File: config.mk
export PLATFORM = sky130hd
export DESIGN_NAME = ram_fifo_ctrl
export DESIGN_NICKNAME = d
export VERILOG_FILES = /design/src/rtl/ram_fifo_pkg.sv /design/src/rtl/ram_fifo_ptr.sv /design/src/rtl/ram_fifo_ctrl.sv
export SDC_FILE = /design/constraint.sdc
export NUM_CORES = 1
export LEC_CHECK = 0
export ABC_CLOCK_PERIOD_IN_PS = 2950
export BUFFER_PORTS_ARGS = -buffer_cell sky130_fd_sc_hd__buf_2
export CAP_MARGIN = 20
export CORE_MARGIN = 3
export CORE_UTILIZATION = 48
export DETAILED_ROUTE_END_ITERATION = 7
export GPL_ROUTABILITY_DRIVEN = 0
export PLACE_DENSITY = 0.79
export SYNTH_ARGS = -nofsm -noshare
export SYNTH_HDL_FRONTEND = slang
export SYNTH_HIERARCHICAL = 1
export SYNTH_SLANG_ARGS = --single-unit
export TNS_END_PERCENT = 50
File: constraint.sdc
create_clock -name clk -period 2.95 [get_ports clk]
set_clock_uncertainty 0.15 [all_clocks]
set_input_delay 0.4425 -clock clk [delete_from_list [all_inputs] [get_ports clk]]
set_output_delay 0.4425 -clock clk [all_outputs]
set_load 0.01 [all_outputs]
File: src/rtl/ram_fifo_pkg.sv
// ----------------------------------------------------------------------------
// ram_fifo_pkg
//  Shared constants and types for the RAM-backed FIFO controller.
//  DATA_W_DEF / ADDR_W_DEF : default data and RAM address widths
//  DEPTH                   : number of RAM words (2**ADDR_W_DEF)
//  AF_LEVEL_DEF            : default almost-full threshold
//  ptr_t                   : pointer type with one extra wrap bit
// ----------------------------------------------------------------------------
package ram_fifo_pkg;

  localparam int DATA_W_DEF   = 8;
  localparam int ADDR_W_DEF   = 6;
  localparam int DEPTH        = 1 << ADDR_W_DEF;
  localparam int AF_LEVEL_DEF = 56;

  // MSB is the wrap bit; it tells full apart from empty when the low bits match.
  typedef logic [ADDR_W_DEF:0] ptr_t;

endpackage

File: src/rtl/ram_fifo_ptr.sv
// ----------------------------------------------------------------------------
// ram_fifo_ptr
//  Wrap-bit pointer register with synchronous clear and increment.
//  Used for both the write and the read pointer of the FIFO.
//  Ports:
//    clk, rst_n : clock, asynchronous active-low reset
//    i_clr      : synchronous clear to zero (wins over i_inc)
//    i_inc      : advance pointer by one, wrapping modulo 2**W
//    o_ptr      : current pointer value
// ----------------------------------------------------------------------------
module ram_fifo_ptr #(
  parameter int W = 7
) (
  input  logic         clk,
  input  logic         rst_n,
  input  logic         i_clr,
  input  logic         i_inc,
  output logic [W-1:0] o_ptr
);

  logic [W-1:0] r_ptr;

  // NOTE: state is updated with non-blocking (<=) assignments so every
  // register samples pre-edge values regardless of process ordering.
  always_ff @(posedge clk or negedge rst_n) begin
    if (!rst_n) begin
      r_ptr <= '0;
    end else if (i_clr) begin
      r_ptr <= '0;
    end else if (i_inc) begin
      r_ptr <= r_ptr + W'(1);
    end
  end

  assign o_ptr = r_ptr;

endmodule

File: src/rtl/ram_fifo_ctrl.sv
// ----------------------------------------------------------------------------
// ram_fifo_ctrl
//  Single-clock FIFO controller sequencing an external dual-port RAM with a
//  1-cycle registered read. Turns valid/ready push and pop streams into RAM
//  write/read addresses and write enable, tracks occupancy and flags, and
//  hides the read latency so a pop costs no extra cycle.
//  Ports:
//    clk, rst_n                 : clock, asynchronous active-low reset
//    flush                      : synchronous clear, overrides push/pop
//    in_data/in_valid/in_ready  : push stream
//    out_data/out_valid/out_ready : pop stream (out_data = ram_q)
//    count, full, empty, almost_full : occupancy and flags
//    ram_we, ram_write_addr, ram_data, ram_read_addr, ram_q : RAM side
// ----------------------------------------------------------------------------
module ram_fifo_ctrl
  import ram_fifo_pkg::*;
#(
  parameter int DATA_W   = DATA_W_DEF,
  parameter int ADDR_W   = ADDR_W_DEF,
  parameter int AF_LEVEL = AF_LEVEL_DEF
) (
  input  logic              clk,
  input  logic              rst_n,
  input  logic              flush,
  input  logic [DATA_W-1:0] in_data,
  input  logic              in_valid,
  output logic              in_ready,
  output logic [DATA_W-1:0] out_data,
  output logic              out_valid,
  input  logic              out_ready,
  output logic [ADDR_W:0]   count,
  output logic              full,
  output logic              empty,
  output logic              almost_full,
  output logic              ram_we,
  output logic [ADDR_W-1:0] ram_write_addr,
  output logic [DATA_W-1:0] ram_data,
  output logic [ADDR_W-1:0] ram_read_addr,
  input  logic [DATA_W-1:0] ram_q
);

  localparam logic [ADDR_W:0] AF_THRESH = (ADDR_W + 1)'(AF_LEVEL);

  logic [ADDR_W:0] w_wr_ptr;
  logic [ADDR_W:0] w_rd_ptr;
  logic [ADDR_W:0] r_wr_vis;
  logic [ADDR_W:0] w_count;
  logic            w_full;
  logic            w_in_ready;
  logic            w_out_valid;
  logic            w_push;
  logic            w_pop;

  // Flag and handshake logic. flush blocks both directions in its cycle.
  assign w_count     = w_wr_ptr - w_rd_ptr;
  assign w_full      = (w_wr_ptr[ADDR_W] != w_rd_ptr[ADDR_W]) &&
                       (w_wr_ptr[ADDR_W-1:0] == w_rd_ptr[ADDR_W-1:0]);
  assign w_in_ready  = !w_full && !flush;
  assign w_push      = in_valid && w_in_ready;
  // Readers compare against the delayed write pointer: a word written at
  // edge N is only read from edge N+1 on, so a RAM read never races its write.
  assign w_out_valid = (r_wr_vis != w_rd_ptr);
  assign w_pop       = w_out_valid && out_ready && !flush;

  ram_fifo_ptr #(.W(ADDR_W + 1)) u_wr_ptr (
    .clk   (clk),
    .rst_n (rst_n),
    .i_clr (flush),
    .i_inc (w_push),
    .o_ptr (w_wr_ptr)
  );

  ram_fifo_ptr #(.W(ADDR_W + 1)) u_rd_ptr (
    .clk   (clk),
    .rst_n (rst_n),
    .i_clr (flush),
    .i_inc (w_pop),
    .o_ptr (w_rd_ptr)
  );

  always_ff @(posedge clk or negedge rst_n) begin
    if (!rst_n) begin
      r_wr_vis <= '0;
    end else if (flush) begin
      r_wr_vis <= '0;
    end else begin
      r_wr_vis <= w_wr_ptr;
    end
  end

  // Look one entry ahead on a pop so ram_q holds the new head next cycle.
  // NOTE: the default assignment first guarantees no latch is inferred.
  always_comb begin
    ram_read_addr = w_rd_ptr[ADDR_W-1:0];
    if (w_pop) begin
      ram_read_addr = w_rd_ptr[ADDR_W-1:0] + ADDR_W'(1);
    end
  end

  assign ram_we         = w_push;
  assign ram_write_addr = w_wr_ptr[ADDR_W-1:0];
  assign ram_data       = in_data;

  assign in_ready    = w_in_ready;
  assign out_valid   = w_out_valid;
  assign out_data    = ram_q;
  assign count       = w_count;
  assign full        = w_full;
  assign empty       = (w_wr_ptr == w_rd_ptr);
  assign almost_full = (w_count >= AF_THRESH);

endmodule

==> results.yml, run 1 <==
yosys:
  synth_top_area_frac: 0.3390
  ys_seq_elements: 21
  syn_nets: 202
  async_reset_ff_frac: 1.000
  avgSynthCellArea_sq_um: 9.066
  synth_top_area_cell: "dfrtp_1"
  seq_area_frac_synth: 0.3390
  netlist_top_cells_area: "dfrtp_1 (34%), xor2_1 (8.5%), buf_4 (7.7%)"
  synth.yosys.warnings: 6
  yosysUniqueCellTypes: 35
  synthCells: 171
  synthFlopType: "dfrtp_1"
  syn_area_sq_um: 1550
  synth_edf_count: 0
sta:
  period_minus_slack_ns: 2.828
  tightest_slew_ns: 0.4613
  holdWs_ns: 0.3307
  max_freq_ghz: 0.3537
  hold_viol_final: 0
  rsz0062_at_grt: "true"
  slew_headroom: 0.6925
  drv_slew: 0
  period_share: 0.9585
  setup_viol: 0
finish:
  drive_gt1_frac: 0.2680
  fillers: 262
  antenna-diode-count: 0
  final_cells: 236
  final_nets: 226
  area_delta_synth_final_pct: 13.07
  final_core_util: 0.5995
critical_path:
  reg2reg_slack_ns: 0.31
  crit_type: "register to primary output"
  crit_required_ns: 2.36
  r2r_cells: 9
  crit_fanout: 6
  r2r-start: "u_rd_ptr/o_ptr[4]$_DFFE_PN0P_"
  cp-end-kind: "primary output"
  arrival_ns: 2.24
  regToRegEndpoint: "u_wr_ptr/o_ptr[5]$_DFFE_PN0P_"
  crit_start: "u_rd_ptr/o_ptr[4]$_DFFE_PN0P_"
  cp-start-kind: "register"
power:
  power_frac_clock: 0.265
  max-vdd-ir-drop_v: 0.0003742
  p_int_mw: 0.3780
  p_total_mw: 0.5188
  powerDensity_nw_per_um2: 296.0
  p_sw_mw: 0.1408
  comb_power_share: 0.169
  power_frac_seq: 0.566
  leakage_nw: 0.9095
  p_sw_frac: 0.2715
placement:
  port_buffers: 29
  dpl.cell_count: 229
  hpwlAfterDp_microns: 2442
min_path:
  hold_path.class: "primary input to register"
  worstHoldEndpoint: "u_wr_ptr/o_ptr[6]$_DFFE_PN0P_"
  hold_start: "flush"
  min_path_cells: 2
drt:
  route.detailed.drc: 0
  drtAntennaViolNets: 0
  dr.pass1.iters: 4
  dr.first_iter.drc_count: 58
  num_vias: 1256
  wire_per_inst_microns: 13.63
  wl_microns: 3216
  vias_per_cell: 5.322
clocking:
  clkSlewWorstSetupHoldPaths_ns: 0.11
  clockBufferDepth: 2
  cts_buffers: 3
  worstSkewPairLatency_ns: 0.30
  cts-root-buf: "clkbuf_4"
  cts_sinks: 21
  htreeDepth: 1
  cts_tree: "done"
floorplanning:
  rows: 19
  initial_core_util: 0.5302
  dieArea_sq_um: 3948
  die_h_microns: 62.83
  design.core.area_sq_um: 2924
  die_x_microns: 62.83
  io_pins: 62
run_status:
  status: "complete, no violations"
global_routing:
  grt_pass1_wl_microns: 5292
  antenna_found_initial: 0
  grt_max_degree: 22
  gr-total-overflow: 0
  grtUsageTotal: 0.1653
  first_global_vias: 1181
job:
  maxCapViolations: 0
[registers in the layout, indices dropped and copies added (netlist names)]
| signal | cells |
|---|---|
| r_wr_vis | 7 |
| u_rd_ptr/o_ptr | 7 |
| u_wr_ptr/o_ptr | 7 |
[how the worst max path moves through the flow]
stage                                          to  cells past startpoint
finish                                almost_full                      7
global route                          almost_full                      7
CTS                                   almost_full                      9
detailed placement  u_wr_ptr/o_ptr[5]$_DFFE_PN0P_                      9
global placement                      almost_full                      9
floorplan           u_wr_ptr/o_ptr[5]$_DFFE_PN0P_                      9
[cell families (layout without fill, tap and decap cells)]
logic type                 after synthesis  count (layout)  share of synthesized area
muxes                                    3               3                    0.02260
DFF                                     21              21                     0.3390
adders and majority gates               10              10                    0.08555
xor gates and xnor gates                24              24                     0.1356
buffers and inverters                   30              53                     0.1114
and+or+nand+nor                         61              61                     0.2195
AOI/OAI and AO/OA                       22              22                    0.08636
[area by class of cell]
class | count | area (sq um) | share of cell area
clock buffers | 3 | 22.52 | 0.01285
flip-flops and latches | 21 | 528.0 | 0.3012
multi-input cells | 120 | 895.9 | 0.5111
inverters | 13 | 48.80 | 0.02784
repair buffers | 36 | 200.2 | 0.1142
well taps | 42 | 52.55 | 0.02998
clock inverters | 1 | 5.005 | 0.002855
[metal layers]
layer | GRT usage | vias to the layer above | wire (microns)
met4 | 0.04959 | 0 | 59
met5 | 0 | - | 0
met3 | 0.03957 | 14 | 180
li1 | - | 604 | -
met2 | 0.2756 | 36 | 1652
met1 | 0.2115 | 602 | 1323
[per-stage QoR]
| step | cell area [sq um] | TNS (ns) | setup WS, ns |
|---|---|---|---|
| floorplan | 1550 | 0 | 0.09341 |
| global placement | 1654 | 0 | 0.2721 |
| detailed placement | 1654 | 0 | 0.2185 |
| CTS | 1708 | 0 | 0.01138 |
| global route | 1753 | -0.1128 | -0.1128 |
| finish | 1753 | 0 | 0.1224 |
[synthesized netlist by cell type (2+ instances only)]
cell type,count
nand4_1,5
a21oi_1,9
a211oi_1,3
nor2b_1,7
dfrtp_1,21
inv_1,13
xor2_1,15
buf_4,16
nor2_1,20
nand2b_1,3
o21ai_0,4
xnor2_1,9
mux2i_1,2
ha_1,9
nand2_1,9
nor3b_1,2
or3_1,4
nand3_1,3
[what timing repair did]
action,CTS,global route
endpoints found under the hold margin,21,0
buffers inserted,1,1
hold buffers,1,0
gates resized for setup,4,6
endpoints found under the setup margin,1,3
pin swaps,0,2
[cells in the final DEF (no fill, tap or decap), types with 2 or more instances in the layout]
| cell | n |
|---|---|
| buf_4 | 6 |
| nand2_1 | 9 |
| clkbuf_4 | 3 |
| xnor2_1 | 9 |
| o21ai_0 | 4 |
| nand4_1 | 5 |
| dfrtp_1 | 19 |
| a21oi_1 | 9 |
| ha_1 | 7 |
| buf_2 | 29 |
| xor2_1 | 15 |
| nand3_1 | 3 |
| nand2b_1 | 3 |
| nor2b_1 | 7 |
| inv_1 | 13 |
| nor2_1 | 20 |
| mux2i_1 | 2 |
| a211oi_1 | 2 |
| dfrtp_2 | 2 |
| ha_4 | 2 |
| or3_1 | 4 |
[worst max-delay path, stage by stage (launching register included)]
cell and delay (ns):
dfrtp_1 0.47, inv_1 0.10, ha_1 0.38, inv_1 0.10
a2111oi_2 0.31, a211oi_1 0.11, o32ai_1 0.28, buf_2 0.17
[power groups by stage]
stage / Combinational, mW / Clock [mW] / Sequential, mW
2_1_floorplan: 0.0679 / 0 / 0.302
3_3_place_gp: 0.0809 / 0 / 0.300
3_5_place_dp: 0.0832 / 0 / 0.300
4_1_cts: 0.0878 / 0.140 / 0.294
5_1_grt: 0.0981 / 0.154 / 0.294
6_report: 0.0875 / 0.137 / 0.294
(Power assumes the default switching activity.)
==> run 2, diff against run 1 <==
--- a/config.mk
+++ b/config.mk
@@ -5,14 +5,15 @@
 export SDC_FILE = /design/constraint.sdc
 export NUM_CORES = 1
 export LEC_CHECK = 0
+export ABC_AREA = 1
 export ABC_CLOCK_PERIOD_IN_PS = 2950
 export BUFFER_PORTS_ARGS = -buffer_cell sky130_fd_sc_hd__buf_2
 export CAP_MARGIN = 20
 export CORE_MARGIN = 3
-export CORE_UTILIZATION = 48
+export CORE_UTILIZATION = 51
 export DETAILED_ROUTE_END_ITERATION = 7
 export GPL_ROUTABILITY_DRIVEN = 0
-export PLACE_DENSITY = 0.79
+export PLACE_DENSITY = 0.81
 export SYNTH_ARGS = -nofsm -noshare
 export SYNTH_HDL_FRONTEND = slang
 export SYNTH_HIERARCHICAL = 1
==> run 2 against run 1 <==
Compared with the run above: register-to-register slack better by 0.32 ns; global-route usage up 2.8 points; first-iteration DRC count up 69%; power up 4.4%; highest routed layer unchanged.
==> results.yml, run 2 <==
drt:
  dr.first_iter.drc_count: 98
  wl_microns: 3929
  drtAntennaViolNets: 0
  num_vias: 1671
  vias_per_cell: 5.003
  dr.pass1.iters: 4
  wire_per_inst_microns: 11.76
  route.detailed.drc: 0
floorplanning:
  dieArea_sq_um: 4306
  design.core.area_sq_um: 3390
  rows: 21
  io_pins: 62
  die_h_microns: 65.62
  initial_core_util: 0.5349
  die_x_microns: 65.62
yosys:
  synthCells: 270
  synth_commonest_cells: "nand2_1 (76), inv_1 (44), nand3_1 (24)"
  synth_top_area_cell: "dfrtp_1"
  avgSynthCellArea_sq_um: 6.715
  synth_edf_count: 0
  syn_nets: 301
  yosysMostFrequentCell: "nand2_1"
  async_reset_ff_frac: 1.000
  seq_area_frac_synth: 0.2899
  ys_seq_elements: 21
  synth_top_area_frac: 0.2899
  yosysUniqueCellTypes: 23
  synthFlopType: "dfrtp_1"
  synth.yosys.warnings: 6
  netlist_top_cells_area: "dfrtp_1 (29%), nand2_1 (16%), inv_1 (9.1%)"
  syn_area_sq_um: 1813
critical_path:
  crit_required_ns: 2.36
  crit_type: "register to primary output"
  crit_fanout: 9
  reg2reg_slack_ns: 0.63
  arrival_ns: 2.15
  cp-end-kind: "primary output"
  cp-start-kind: "register"
global_routing:
  grt_max_degree: 22
  grt_pass1_wl_microns: 6610
  grtUsageTotal: 0.1931
  gr-total-overflow: 0
  first_global_vias: 1550
  antenna_found_initial: 0
finish:
  seqCellArea_sq_um: 526.8
  antenna-diode-count: 0
  multi_input_area_sq_um: 978.4
  drive_gt1_frac: 0.2188
  area_delta_synth_final_pct: 7.177
  final_core_util: 0.5733
  final_common_cell: "nand2_1"
  layout_common_cells: "nand2_1 (76), inv_1 (44), buf_2 (29)"
  fillers: 356
  final_nets: 320
placement:
  hpwlAfterDp_microns: 3118
  port_buffers: 29
power:
  max-vdd-ir-drop_v: 0.0002838
  leakage_nw: 1.105
  powerDensity_nw_per_um2: 278.9
sta:
  setup_viol: 0
  hold_viol_final: 0
  rsz0062_at_grt: "false"
  holdWs_ns: 0.3349
  tightest_slew_ns: 0.4882
  period_minus_slack_ns: 2.740
  max_freq_ghz: 0.3650
  period_share: 0.9287
  slew_headroom: 0.6745
  fin_setup_tns_ns: 0
  drv_slew: 0
min_path:
  hold_path.class: "primary input to register"
job:
  maxCapViolations: 0
clocking:
  clockBufferDepth: 2
  htreeDepth: 1
  cts-root-buf: "clkbuf_4"
  worstSkewPairLatency_ns: 0.32
  cts_buffers: 3
  clkSlewWorstSetupHoldPaths_ns: 0.13
  cts_sinks: 21
  cts_tree: "done"
  cts_setup_buffers: 0
run_status:
  status: "complete, no violations"
==> run 2: path summary, 6_finish.rpt <==
check | to | depth (start not counted) | start
worst max register to register | u_wr_ptr/o_ptr[4]$_DFFE_PN0P_ | 11 | u_rd_ptr/o_ptr[3]$_DFFE_PN0P_
worst min-delay path | r_wr_vis[4]$_DFF_PN0_ | 2 | flush
max in group asynchronous | u_rd_ptr/o_ptr[2]$_DFFE_PN0P_ | 2 | rst_n
worst min register to register | r_wr_vis[6]$_DFF_PN0_ | 2 | u_wr_ptr/o_ptr[6]$_DFFE_PN0P_
min in group asynchronous | u_rd_ptr/o_ptr[4]$_DFFE_PN0P_ | 2 | rst_n
worst max-delay path | ram_we | 8 | u_rd_ptr/o_ptr[3]$_DFFE_PN0P_
==> run 2: per-stage QoR <==
step	power, mW	area (sq um)	instances	worst slack, ns
2_1_floorplan	0.3814	1813	270	0.7334
3_3_place_gp	0.3923	1899	329	0.4522
3_5_place_dp	0.3947	1899	329	0.3401
4_1_cts	0.5469	1942	334	0.07689
5_1_grt	0.5660	1943	334	0.02811
6_report	0.5419	1943	334	0.2103
==> run 2: metal layers <==
metal	vias up	GRT usage	routed length (microns)
li1	848	-	-
met1	752	0.2433	1734
met2	65	0.3442	1915
met3	6	0.03590	258
met4	0	0.03368	21
met5	-	0	0
==> run 2: cell families (layout without fill, tap and decap cells) <==
kind of cell,count (synthesis),count (layout),share of synthesized area
buffers and inverters,67,85,0.1718
xor gates and xnor gates,6,6,0.02899
DFF,21,21,0.2899
adders and majority gates,10,10,0.07316
and+or+nand+nor,147,147,0.3761
AOI/OAI and AO/OA,19,19,0.06004
==> run 2: area by class of cell <==
type / instances / area share
inverter: 50 / 0.09659
tap: 46 / 0.02962
sequential: 21 / 0.2711
multi-input combinational: 182 / 0.5035
clock inverter: 1 / 0.003863
clock buffer: 3 / 0.01159
timing repair buffer: 31 / 0.08371
==> run 2: where the power goes <==
| group | leakage, nW | switching, mW | internal [mW] | total, mW |
|---|---|---|---|---|
| combinational | 0.800 | 0.0631 | 0.0324 | 0.0955 |
| sequential | 0.291 | 0.00386 | 0.291 | 0.295 |
| clock | 0.0139 | 0.0999 | 0.0518 | 0.152 |
==> run 2: worst max-delay path, cell delays in order (launching register included) <==
cell	delay, ns
dfrtp_1	0.53
inv_2	0.09
ha_1	0.34
nand2_1	0.09
inv_1	0.05
nand4_1	0.13
o21ai_1	0.12
nor2_2	0.28
buf_2	0.20
==> run 2: repair_timing <==
action / CTS / global route
endpoints found under the setup margin: 1 / 2
endpoints found under the hold margin: 21 / 0
hold buffers: 1 / 0
resized for setup: 1 / 2
cloned: 0 / 0
